### src/rtl/br_perf_monitor.sv
// Branch-prediction performance monitor: counts RUN cycles, branches and mispredictions,
// and closes fixed-size branch windows into snapshots drained over a valid/ready port.
module br_perf_monitor #(
    parameter int unsigned CNT_W     = 32,
    parameter int unsigned WINDOW    = 1024,
    parameter logic [31:0] HALT_INSN = 32'h0010_0073
) (
    input  logic             clk_i,
    input  logic             rst_i,
    input  logic             en_i,
    input  logic             clr_i,
    input  logic             br_instr_i,
    input  logic             br_misses_i,
    input  logic [31:0]      instr_i,
    output logic [1:0]       state_o,
    output logic             halted_o,
    output logic [CNT_W-1:0] cyc_cnt_o,
    output logic [CNT_W-1:0] br_cnt_o,
    output logic [CNT_W-1:0] miss_cnt_o,
    output logic             snap_valid_o,
    input  logic             snap_ready_i,
    output logic [CNT_W-1:0] snap_br_o,
    output logic [CNT_W-1:0] snap_miss_o,
    output logic [15:0]      snap_idx_o,
    output logic             overrun_o
);

    typedef enum logic [1:0] {
        StIdle  = 2'd0,
        StRun   = 2'd1,
        StPause = 2'd2,
        StHalt  = 2'd3
    } state_e;

    localparam logic [CNT_W-1:0] WinLast = CNT_W'(WINDOW - 1);

    state_e           state_q, state_d;
    logic [CNT_W-1:0] cyc_q, cyc_d, br_q, br_d, miss_q, miss_d;
    logic [CNT_W-1:0] win_br_q, win_br_d, win_miss_q, win_miss_d;
    logic [CNT_W-1:0] snap_br_q, snap_br_d, snap_miss_q, snap_miss_d;
    logic [15:0]      win_idx_q, win_idx_d, snap_idx_q, snap_idx_d;
    logic             snap_valid_q, snap_valid_d, overrun_q, overrun_d;

    logic             run, halt_det, full_close, close;
    logic [CNT_W-1:0] win_br_inc, win_miss_inc;

    function automatic logic [CNT_W-1:0] sat_inc(input logic [CNT_W-1:0] v, input logic inc);
        if (inc && (v != {CNT_W{1'b1}})) begin
            return v + 1'b1;
        end
        return v;
    endfunction

    always_comb begin
        state_d      = state_q;
        cyc_d        = cyc_q;
        br_d         = br_q;
        miss_d       = miss_q;
        win_br_d     = win_br_q;
        win_miss_d   = win_miss_q;
        win_idx_d    = win_idx_q;
        snap_br_d    = snap_br_q;
        snap_miss_d  = snap_miss_q;
        snap_idx_d   = snap_idx_q;
        snap_valid_d = snap_valid_q;
        overrun_d    = overrun_q;

        run      = (state_q == StRun);
        halt_det = run && (instr_i == HALT_INSN);

        unique case (state_q)
            StIdle:  if (en_i) state_d = StRun;
            StRun: begin
                if (halt_det)   state_d = StHalt;
                else if (!en_i) state_d = StPause;
            end
            StPause: if (en_i) state_d = StRun;
            StHalt:  state_d = StHalt;
            default: state_d = StIdle;
        endcase

        // win_br never exceeds WINDOW-1, so the plain add cannot wrap.
        win_br_inc   = win_br_q + CNT_W'(br_instr_i);
        win_miss_inc = sat_inc(win_miss_q, br_misses_i);
        full_close   = run && br_instr_i && (win_br_q == WinLast);
        close        = full_close ||
                       (halt_det && ((win_br_inc != '0) || (win_miss_inc != '0)));

        if (run) begin
            cyc_d      = sat_inc(cyc_q, 1'b1);
            br_d       = sat_inc(br_q, br_instr_i);
            miss_d     = sat_inc(miss_q, br_misses_i);
            win_br_d   = win_br_inc;
            win_miss_d = win_miss_inc;
        end

        if (close) begin
            win_br_d   = '0;
            win_miss_d = '0;
            win_idx_d  = win_idx_q + 16'd1;
            if (!snap_valid_q || snap_ready_i) begin
                snap_br_d    = win_br_inc;
                snap_miss_d  = win_miss_inc;
                snap_idx_d   = win_idx_q;
                snap_valid_d = 1'b1;
            end else begin
                overrun_d = 1'b1;
            end
        end else if (snap_valid_q && snap_ready_i) begin
            snap_valid_d = 1'b0;
        end
    end

    always_ff @(posedge clk_i) begin
        if (rst_i || clr_i) begin
            state_q      <= StIdle;
            cyc_q        <= '0;
            br_q         <= '0;
            miss_q       <= '0;
            win_br_q     <= '0;
            win_miss_q   <= '0;
            win_idx_q    <= '0;
            snap_br_q    <= '0;
            snap_miss_q  <= '0;
            snap_idx_q   <= '0;
            snap_valid_q <= 1'b0;
            overrun_q    <= 1'b0;
        end else begin
            state_q      <= state_d;
            cyc_q        <= cyc_d;
            br_q         <= br_d;
            miss_q       <= miss_d;
            win_br_q     <= win_br_d;
            win_miss_q   <= win_miss_d;
            win_idx_q    <= win_idx_d;
            snap_br_q    <= snap_br_d;
            snap_miss_q  <= snap_miss_d;
            snap_idx_q   <= snap_idx_d;
            snap_valid_q <= snap_valid_d;
            overrun_q    <= overrun_d;
        end
    end

    assign state_o      = state_q;
    assign halted_o     = (state_q == StHalt);
    assign cyc_cnt_o    = cyc_q;
    assign br_cnt_o     = br_q;
    assign miss_cnt_o   = miss_q;
    assign snap_valid_o = snap_valid_q;
    assign snap_br_o    = snap_br_q;
    assign snap_miss_o  = snap_miss_q;
    assign snap_idx_o   = snap_idx_q;
    assign overrun_o    = overrun_q;

endmodule

### config.mk
export PLATFORM = sky130hd
export DESIGN_NAME = br_perf_monitor
export DESIGN_NICKNAME = d
export VERILOG_FILES = /design/src/rtl/br_perf_monitor.sv
export SDC_FILE = /design/constraint.sdc
export NUM_CORES = 1
export LEC_CHECK = 0
export ABC_AREA = 1
export CAP_MARGIN = 20
export CORE_MARGIN = 2
export CORE_UTILIZATION = 40
export CTS_CLUSTER_DIAMETER = 120
export DETAILED_ROUTE_END_ITERATION = 12
export SYNTH_ARGS = -nofsm -noshare
export SYNTH_HDL_FRONTEND = slang
export SYNTH_SLANG_ARGS = --single-unit
### constraint.sdc
create_clock -name clk_i -period 7.45 [get_ports clk_i]
set_input_delay 0.745 -clock clk_i [delete_from_list [all_inputs] [get_ports clk_i]]
set_output_delay 0.745 -clock clk_i [all_outputs]
set_load 0.1 [all_outputs]
==> out/results.ini, run 1 <==
[run_status]
status = finished, final reports clean

[placed_design]
port_buffers = 219
place_inst = 2887
placed_cell_area_um2 = 16670
dp_hpwl_um = 30280
gp_congestion = 0.9073

[finish]
utilization_pct = 51.10
n_fill_cell = 3597
drive_gt1_share_pct = 3.454
area_growth_pct = 24.99
seq_area_um2 = 5205
design_area_um2 = 17740
layout.cells.non_filler = 2945
multi_input_area_um2 = 7521
layout.nets = 2512
diodes = 0

[power]
clkPwrFrac_pct = 50.0
peakVddDrop_mv = 0.1811
netSwitchingPower_mw = 0.7095
leakage_nw = 6.663
p_sw_share_pct = 22.98
p_seq_share_pct = 45.5
total_power_mw = 3.088
internal-power_mw = 2.378
p_per_area_nw_per_um2 = 174.1
power_frac_comb_pct = 4.5

[logic_synthesis]
synth_common_cells = nand2_1, nor2_1, inv_1, dfxtp_1, nand3_1
yosys.area_share.simple_pct = 40.62
ys_async_sr_fraction_pct = 0
synthMostInstantiatedCell = nand2_1
synth-compound-area-share_pct = 9.645
netlist_area_um2 = 14190
synth_nets = 2328
synth_area_leaders = dfxtp_1, nand2_1, nor2_1
ys_types = 41
avgSynthCellArea_um2 = 6.219
synth_edf_count = 0
synth.mux.area_fraction_pct = 0
netlist.area_leader.share_pct = 36.67
synth_top_cell_by_area = dfxtp_1
synthAdderAreaFrac_pct = 0.6171
ys_ff_latch = 260
yosysWarnings = 0
synth_ff_type = dfxtp_1
syn_inst = 2282
synth_top_family_by_area = simple AND/OR/NAND/NOR gates
synth_xor_area_share_pct = 1.975
yosysSeqAreaShare_pct = 36.67

[worst_setup_path]
crit_path_end_kind = flop
crit_arrival_ns = 4.98
worstSetupPathType = input pin to flop
worstPathMaxFanout = 91
cp.required_ns = 7.90
startpoint_type = input pin

[floorplan]
start_util_pct = 40.88
die_area_um2 = 37000
die_height_um = 192.4
die_x_um = 192.4
ioPinCount = 220
coreArea_um2 = 34710
num_rows = 68

[sta]
finClkSkew_ns = 0.01522
final_hold_viol_count = 0
period_needed_ns = 4.530
setup_viol = 0
max_slew_margin_pct = 26.42
fin_crit_sh_pct = 60.81
tightest_slew_ns = 1.100
rsz0062_at_grt = no
setup_tns_ns = 0
drv_slew = 0
max_freq_mhz = 220.7

[clocking]
cts_buffer_depth = 3
cts_tree = built
cts_buffers = 31
cts_hold_buf = 0
ctsResizeCount = 0
clock_sinks = 260
worstSkewPairLatency_ns = 0.57
clockRootBuffer = clkbuf_16
htree_num_levels = 1
post-cts-setup-buffers = 0
clkSlewWorstSetupHoldPaths_ns = 0.06

[hold_path]
hold_class = flop to flop

[grt]
grt_pass1_wl_um = 69410
grt.total_usage_pct = 22.78
antenna_found_initial = 0
grt_max_degree = 92
overflow = 0
grt_pass1_vias = 13925

[routing]
ant_nets = 0
viasPerCell = 5.001
drt-total-wl_um = 42320
dr.pass1.iters = 5
remaining_drc_errors = 0
vias = 14727
wl_per_cell_um = 14.37
drtIter0Drc = 995

[flow_run]
maxCapViolations = 0

==> per-layer routing <==
layer	global-route usage, %	up-vias	part of all wire (%)
met5	0	-	0
met4	5.255	0	1.5
met3	3.873	47	6.4
met2	37.84	399	45
met1	30.84	6606	47
li1	-	7675	-
==> state kept, by name, indices dropped and copies added (netlist names) <==
name / flops
br_cnt_o: 32
cyc_cnt_o: 32
miss_cnt_o: 32
overrun_o: 1
snap_br_o: 32
snap_idx_o: 16
snap_miss_o: 32
snap_valid_o: 1
state_o: 2
win_br_q: 32
win_idx_q: 16
win_miss_q: 32
==> cell usage in the layout, fill, tap and decap left out, types with 2 or more instances in the layout <==
cell | Yosys | final
inv_1 | 286 | 285
nor2_4 | 1 | 3
or3_1 | 2 | 2
and2_1 | 2 | 2
o21a_1 | 4 | 4
a21oi_2 | 6 | 6
clkdlybuf4s50_1 | 0 | 219
clkinv_1 | 2 | 3
nor3_1 | 67 | 67
nand4_1 | 55 | 55
bufinv_16 | 0 | 3
nand2_1 | 598 | 598
ha_1 | 7 | 7
nand2_2 | 3 | 2
or4_1 | 3 | 3
clkbuf_1 | 34 | 5
nor4_1 | 29 | 29
xor2_1 | 30 | 30
nor2_1 | 390 | 388
a221oi_1 | 3 | 3
a31oi_1 | 3 | 3
buf_16 | 0 | 2
buf_4 | 5 | 8
o21ai_0 | 107 | 107
nor3b_1 | 14 | 14
nand2_4 | 2 | 3
and3_1 | 2 | 2
clkbuf_8 | 0 | 7
nand3_1 | 157 | 157
clkbuf_16 | 0 | 31
nor2_2 | 5 | 5
xnor2_1 | 2 | 2
nand3b_1 | 18 | 18
clkinv_2 | 1 | 11
a21oi_1 | 137 | 137
dfxtp_1 | 260 | 260
==> critical path: stages <==
cell and delay, ns:
clkdlybuf4s50_1 0.53, ha_1 0.20, ha_1 0.21, inv_1 0.07
nor2_1 0.22, nand2_1 0.18, nor2_1 0.24, nand2_1 0.09
xor2_1 0.22, nand3_1 0.11, nor2_1 0.15, nand2_1 0.07
nor2_1 0.16, nand3_1 0.14, nand2_1 0.12, nand2_4 0.53
nand2_4 0.73, nand2_1 0.11, nand2_1 0.08, nor2_1 0.04
==> per-stage QoR <==
step | hold WS [ns] | worst slack, ns
final | 0.4618 | 2.920
after global routing | 0.4884 | 2.381
after CTS | 0.4622 | 2.612
after detailed placement | 0.4528 | 2.295
after global placement | 0.4488 | 2.355
after floorplan | 0.4409 | 4.379
==> final timing paths <==
path                            slack [ns]  cells past startpoint           from               to
worst min register to register        0.46                      2  win_idx_q[15]    win_idx_q[15]
worst max-delay path                  2.92                     20     br_instr_i  snap_miss_o[20]
worst min-delay path                  0.46                      2  win_idx_q[15]    win_idx_q[15]
worst max register to register        3.09                     11     state_o[0]  snap_miss_o[14]
==> kinds of logic after synthesis <==
logic type / Yosys count
AND/OR/NAND/NOR: 1351
buffers and inverters: 369
AO/OA/AOI/OAI: 263
flip-flops: 260
XOR/XNOR: 32
adder cells (fa/ha/maj): 7
==> cell type report <==
cell class / instances / area share, %
clock buffers: 43 / 5.022
clock inverters: 14 / 0.8534
inverters: 291 / 6.172
multi-input cells: 1653 / 42.40
flip-flops and latches: 260 / 29.34
well taps: 455 / 3.209
repair buffers: 229 / 13.01
==> power groups by stage <==
| stage | clock network [mW] | logic [mW] | registers [mW] |
|---|---|---|---|
| after floorplan | 0 | 0.0847 | 1.44 |
| after global placement | 0 | 0.137 | 1.44 |
| after detailed placement | 0 | 0.138 | 1.44 |
| after CTS | 1.58 | 0.139 | 1.41 |
| after global routing | 1.64 | 0.156 | 1.41 |
| final | 1.54 | 0.138 | 1.41 |
No activity file was read; power rests on OpenSTA's default activity.
==> run 2: changes to the inputs <==
==> constraint.sdc (replaced) <==
create_clock -name clk_i -period 4 [get_ports clk_i]
set_input_delay 0.4 -clock clk_i [delete_from_list [all_inputs] [get_ports clk_i]]
set_output_delay 0.4 -clock clk_i [all_outputs]
set_load 0.1 [all_outputs]
==> run 2 against run 1 <==
Effect of this change:
- highest routed layer unchanged
- setup slack lost 2.4 ns
- final area increased by 0.28%
- die area is the same
- worst hold slack got worse by 0.0033 ns
- register-to-register slack worse by 2.5 ns
- critical endpoint is now snap_br_o[3]
- largest power group unchanged
- via count rose by 0.72%
- sequential power rose by 86%
- routed wire length grew 0.35%
- cell count grew 0.31%
- clock skew shrank 0.0058 ns
- utilization grew 0.14 points
==> out/results.ini, run 2 (synthesis gave the netlist of run 1 again) <==
[run_status]
status = finished, final reports clean

[sta]
worst_slack_ns = 0.5503  ; -2.370 ns
setup_viol = 0  ; unchanged
max_freq_mhz = 289.9
drv_slew = 0  ; unchanged
finClkSkew_ns = 0.009399  ; -0.005820 ns
max_slew_margin_pct = 24.02  ; -2.4 points
fin_crit_sh_pct = 86.24
final_hold_viol_count = 0  ; unchanged
rsz0062_at_grt = no
period_needed_ns = 3.450
setup_tns_ns = 0  ; unchanged
tightest_slew_ns = 1.136  ; +0.03594 ns

[clocking]
clkSlewWorstSetupHoldPaths_ns = 0.06  ; about the same
clock_sinks = 260  ; unchanged
clockRootBuffer = clkbuf_16
ctsResizeCount = 0  ; unchanged
cts_tree = built
cts_hold_buf = 0  ; unchanged
cts_buffer_depth = 3  ; unchanged
htree_num_levels = 1  ; unchanged
post-cts-setup-buffers = 0  ; unchanged
cts_buffers = 30  ; -3.2%
worstSkewPairLatency_ns = 0.56  ; about the same

[power]
p_per_area_nw_per_um2 = 319.0  ; +83%
leakage_nw = 6.695  ; +0.48%
peakVddDrop_mv = 0.4062  ; +120%

[floorplan]
start_util_pct = 40.88  ; unchanged
die_x_um = 192.4  ; unchanged
die_height_um = 192.4  ; unchanged
ioPinCount = 220  ; unchanged
die_area_um2 = 37000  ; unchanged
coreArea_um2 = 34710  ; unchanged
num_rows = 68  ; unchanged

[worst_setup_path]
r2r_end = snap_br_o[3]
reg2reg_from = win_miss_q[1]
path_common_cell = nand2_1
path_cells = ha_1 > nand3_1 > nor2_1 > nand2_1 > nor2_2 > nand3_1 > nand2_1 > nand2_1 > nand2_1 > nor2_1 > nand2_1 > nor2_1 > nand3_1 > nand2_1 > nand2_4 > buf_4 > nand3_1 > nand2_1 > nor2_1
startpoint = win_miss_q[1]
cp.required_ns = 4.45  ; -3.45 ns
startpoint_type = flop
cp.depth = 19  ; -5.0%
worstPathMaxFanout = 58  ; -36%
cp_slowest_cell = buf_4
worst-path-buf-inv = 1  ; -1
regToRegSetupSlack_ns = 0.55  ; -2.54 ns
worstSetupPathType = flop to flop
crit_arrival_ns = 3.90  ; -1.08 ns
cpLargestDelayFamily = simple AND/OR/NAND/NOR gates
reg2reg_depth = 19  ; +8
crit_path_end_kind = flop
max_stage_delay_ns = 0.49  ; -0.24 ns

[finish]
diodes = 0  ; unchanged
layout_commonest_cell = nand2_1
layout_common_cells = nand2_1, nor2_1, inv_1
layout.nets = 2524  ; +0.48%
utilization_pct = 51.25  ; +0.14 points
area_growth_pct = 25.35
drive_gt1_share_pct = 3.681  ; +0.23 points
design_area_um2 = 17790  ; +0.28%

[grt]
grt_pass1_wl_um = 69040  ; -0.54%
grt_max_degree = 150  ; +63%
grt.total_usage_pct = 22.67  ; -0.11 points
grt_pass1_vias = 13979  ; +0.39%
overflow = 0  ; unchanged
antenna_found_initial = 1  ; +1

[placed_design]
dpl_worst_slack_ns = 0.1148  ; -2.180 ns
placed_cell_area_um2 = 16790  ; +0.74%
dp_hpwl_um = 30770  ; +1.6%
port_buffers = 219  ; unchanged
gp_congestion = 0.9205  ; +1.5%

[routing]
drtIter0Drc = 841  ; -15%
remaining_drc_errors = 0  ; unchanged
viasPerCell = 5.021  ; +0.41%
ant_nets = 0  ; unchanged
vias = 14833  ; +0.72%
wl_per_cell_um = 14.38  ; about the same
drt-total-wl_um = 42470  ; +0.35%
dr.pass1.iters = 6  ; +1

[hold_path]
min-delay-start = win_idx_q[14]
hold_class = flop to flop
min_path_cells = 2  ; unchanged
min_to = win_idx_q[14]

[flow_run]
maxCapViolations = 0  ; unchanged

[run 2: report_power, final]
part	internal, mW	switching (mW)	leakage, nW
registers	2.60	0.0153	2.10
clock network	1.69	1.11	0.490
logic	0.0946	0.166	4.11
total	4.39	1.29	6.70
[run 2: worst register-to-register path, stage by stage (launching register included)]
cell and delay (ns):
dfxtp_1 0.40, ha_1 0.23, nand3_1 0.09, nor2_1 0.23, nand2_1 0.16, nor2_2 0.41
nand3_1 0.14, nand2_1 0.07, nand2_1 0.12, nand2_1 0.11, nor2_1 0.04, nand2_1 0.11
nor2_1 0.08, nand3_1 0.11, nand2_1 0.10, nand2_4 0.09, buf_4 0.50, nand3_1 0.23
nand2_1 0.10, nor2_1 0.04
[run 2: how the worst max path moves through the flow]
stage | to | slack [ns]
CTS | snap_br_o[3] | 0.55
floorplan | miss_cnt_o[29] | 0.93
finish | snap_br_o[3] | 0.55
global placement | snap_br_o[28] | 0.25
detailed placement | snap_br_o[11] | 0.11
global route | snap_br_o[18] | 0.18
[run 2: stage by stage]
| stage | total power, mW | hold WS (ns) | std cells |
|---|---|---|---|
| finish | 5.675 | 0.4585 | 2954 |
| CTS | 5.747 | 0.4646 | 2954 |
| global route | 5.880 | 0.5001 | 2954 |
| detailed placement | 2.936 | 0.4550 | 2901 |
| global placement | 2.933 | 0.4513 | 2901 |
| floorplan | 2.838 | 0.4409 | 2282 |
[run 2: layer usage]
layer | vias to the layer above | part of all wire, % | GRT usage, %
li1 | 7697 | - | -
met1 | 6740 | 47 | 30.31
met2 | 337 | 45 | 37.19
met3 | 59 | 6.3 | 4.674
met4 | 0 | 2.1 | 5.843
met5 | - | 0 | 0
[run 2: area by class of cell]
| cell class | count | area [µm²] |
|---|---|---|
| Inverter | 291 | 1095 |
| Clock inverter | 9 | 122.6 |
| Multi-Input combinational cell | 1653 | 7521 |
| Timing Repair Buffer | 242 | 2402 |
| Tap cell | 455 | 569.3 |
| Sequential cell | 260 | 5205 |
| Fill cell | 3583 | 16920 |
| Clock buffer | 44 | 874.6 |
==> run 3: changes to the inputs <==
--- a/config.mk
+++ b/config.mk
@@ -6,11 +6,13 @@
 export NUM_CORES = 1
 export LEC_CHECK = 0
 export ABC_AREA = 1
+export ABC_CLOCK_PERIOD_IN_PS = 4000
 export CAP_MARGIN = 20
 export CORE_MARGIN = 2
-export CORE_UTILIZATION = 40
+export CORE_UTILIZATION = 49
 export CTS_CLUSTER_DIAMETER = 120
 export DETAILED_ROUTE_END_ITERATION = 12
+export PLACE_DENSITY = 0.77
 export SYNTH_ARGS = -nofsm -noshare
 export SYNTH_HDL_FRONTEND = slang
 export SYNTH_SLANG_ARGS = --single-unit
==> constraint.sdc (replaced) <==
create_clock -name clk_i -period 4 [get_ports clk_i]
set_input_delay 0.8 -clock clk_i [delete_from_list [all_inputs] [get_ports clk_i]]
set_output_delay 0.8 -clock clk_i [all_outputs]
set_load 0.1 [all_outputs]
==> run 3 against run 2 <==
Effect of this change:
- global-route usage grew 3.9 points
- highest routed layer unchanged
- setup slack worse by 0.0041 ns
- critical path depth grew 3
- routed wire length is 3.7% lower
- sequential share of layout area fell by 0.14 points
- clock power about the same
- non-clock buffer count grew 16
- register-to-register slack hardly changed
- critical endpoint is now snap_miss_o[13]
- worst hold slack is essentially flat
- final area increased by 0.49%
==> out/results.ini, run 3 (synthesis gave the netlist of run 1 again) <==
[run_status]
status = finished, final reports clean

[grt]
grt.total_usage_pct = 26.54  ; +3.9 points
overflow = 0  ; unchanged
grt_pass1_vias = 14256  ; +2.0%
antenna_found_initial = 0  ; -1
grt_pass1_wl_um = 68410  ; -0.91%
grt_max_degree = 108  ; -28%

[worst_setup_path]
regToRegSetupSlack_ns = 0.55  ; about the same
path_cells = ha_1 > nand2_1 > nor2_1 > nand2_1 > nor2_4 > nand2_1 > buf_4 > nand2_1 > nand2_1 > nand2_1 > nand2_1 > nor2_1 > nand2_1 > nor2_1 > nand3_1 > nand2_1 > nand2_4 > nand2_4 > buf_12 > nand2_1 > nand2_1 > nor2_1
cp_slowest_cell = dfxtp_1
worstPathMaxFanout = 31  ; -47%
crit_path_end_kind = flop
worstSetupPathType = flop to flop
cp.required_ns = 4.46  ; about the same
crit_arrival_ns = 3.91  ; about the same
max_stage_delay_ns = 0.40  ; -0.09 ns
path_common_cell = nand2_1
startpoint_type = flop

[routing]
ant_nets = 0  ; unchanged
drtIter0Drc = 1119  ; +33%
vias = 15095  ; +1.8%
wl_per_cell_um = 14.10  ; -2.0%
remaining_drc_errors = 0  ; unchanged
drt-total-wl_um = 40910  ; -3.7%
viasPerCell = 5.202  ; +3.6%
dr.pass1.iters = 6  ; unchanged

[clocking]
htree_num_levels = 1  ; unchanged
cts_buffers = 30  ; unchanged
post-cts-setup-buffers = 0  ; unchanged
worstSkewPairLatency_ns = 0.57  ; about the same
ctsResizeCount = 0  ; unchanged
cts_hold_buf = 0  ; unchanged
clkSlewWorstSetupHoldPaths_ns = 0.06  ; about the same
cts_buffer_depth = 3  ; unchanged
cts_tree = built
clock_sinks = 260  ; unchanged
clockRootBuffer = clkbuf_16

[finish]
diodes = 0  ; unchanged
utilization_pct = 62.45  ; +11 points
layout_common_cells = nand2_1, nor2_1, inv_1
design_area_um2 = 17880  ; +0.49%
drive_gt1_share_pct = 4.408  ; +0.73 points
area_growth_pct = 25.96
n_fill_cell = 2674  ; -25%
layout_commonest_cell = nand2_1
layout.nets = 2540  ; +0.63%

[floorplan]
die_area_um2 = 30340  ; -18%
die_height_um = 174.2  ; -9.4%
start_util_pct = 49.58  ; +8.7 points
die_x_um = 174.2  ; -9.4%
ioPinCount = 220  ; unchanged
num_rows = 62  ; -8.8%
coreArea_um2 = 28630  ; -18%

[sta]
tightest_slew_ns = 1.092  ; -0.04407 ns
period_needed_ns = 3.454  ; +0.004059 ns
max_freq_mhz = 289.5  ; -0.12%
max_slew_margin_pct = 27.19  ; +3.2 points
setup_tns_ns = 0  ; unchanged
final_hold_viol_count = 0  ; unchanged
rsz0062_at_grt = no
setup_viol = 0  ; unchanged
drv_slew = 0  ; unchanged
fin_crit_sh_pct = 86.34  ; +0.10 points
holdWs_ns = 0.4584  ; -0.00008500 ns
finClkSkew_ns = 0.01645  ; +0.007047 ns

[placed_design]
dp_hpwl_um = 29840  ; -3.0%
port_buffers = 219  ; unchanged
placed_cell_area_um2 = 16850  ; +0.34%
gp_congestion = 0.9329  ; +1.3%

[power]
leakage_nw = 6.803  ; +1.6%
peakVddDrop_mv = 0.3103  ; -24%
p_per_area_nw_per_um2 = 319.3  ; +0.11%
total_power_mw = 5.709  ; +0.60%

[hold_path]
hold_class = flop to flop

[flow_run]
maxCapViolations = 0  ; unchanged

## run 3: cell types whose count changed in the layout (fill, tap and decap cells not counted)
cell and delta:
clkinv_8 +1, inv_8 +1, clkinvlp_4 -1, clkbuf_8 +2, buf_12 +2, buf_4 +14
clkbuf_16 -1, clkinv_4 +1
## run 3: metrics by stage
stage               setup WS (ns)  std cells
floorplan                  0.9287       2282
global placement          0.07339       2846
detailed placement       0.007409       2846
CTS                        0.5578       2902
global route               0.1691       2902
finish                     0.5463       2902
## run 3: area by class of cell
cell class | instances | area (µm²) | area share (%)
Clock inverter | 11 | 151.4 | 0.8469
Timing Repair Buffer | 258 | 2547 | 14.25
Inverter | 291 | 1095 | 6.124
Sequential cell | 260 | 5205 | 29.12
Multi-Input combinational cell | 1653 | 7521 | 42.07
Clock buffer | 45 | 877.1 | 4.906
Tap cell | 384 | 480.5 | 2.688
## run 3: power by group
part	switching (mW)	internal (mW)
Sequential	0.0158	2.60
Clock	1.12	1.71
Combinational	0.167	0.0977
Total	1.30	4.41
## run 3: metal layers
metal  vias to the layer above  global-route usage [%]  share of wire, %
li1                       7727                       -                 -
met1                      6812                   35.07                45
met2                       478                   44.73                46
met3                        78                   4.046               6.6
met4                         0                   7.913               2.7
met5                         -                       0                 0
## run 3: critical path: cells and delay by family, from the launching register on
| kind | cells | cell delay, ns |
|---|---|---|
| buffers and inverters | 2 | 0.51 |
| adders and majority gates | 1 | 0.24 |
| DFF | 1 | 0.40 |
| and+or+nand+nor | 19 | 2.18 |
## run 3: path summary, 6_finish.rpt
| kind | to | from | cells past startpoint |
|---|---|---|---|
| setup reg to reg | snap_miss_o[13] | win_miss_q[0] | 22 |
| hold / removal | win_idx_q[14] | win_idx_q[14] | 2 |
| setup / recovery | snap_miss_o[13] | win_miss_q[0] | 22 |
| hold reg to reg | win_idx_q[14] | win_idx_q[14] | 2 |
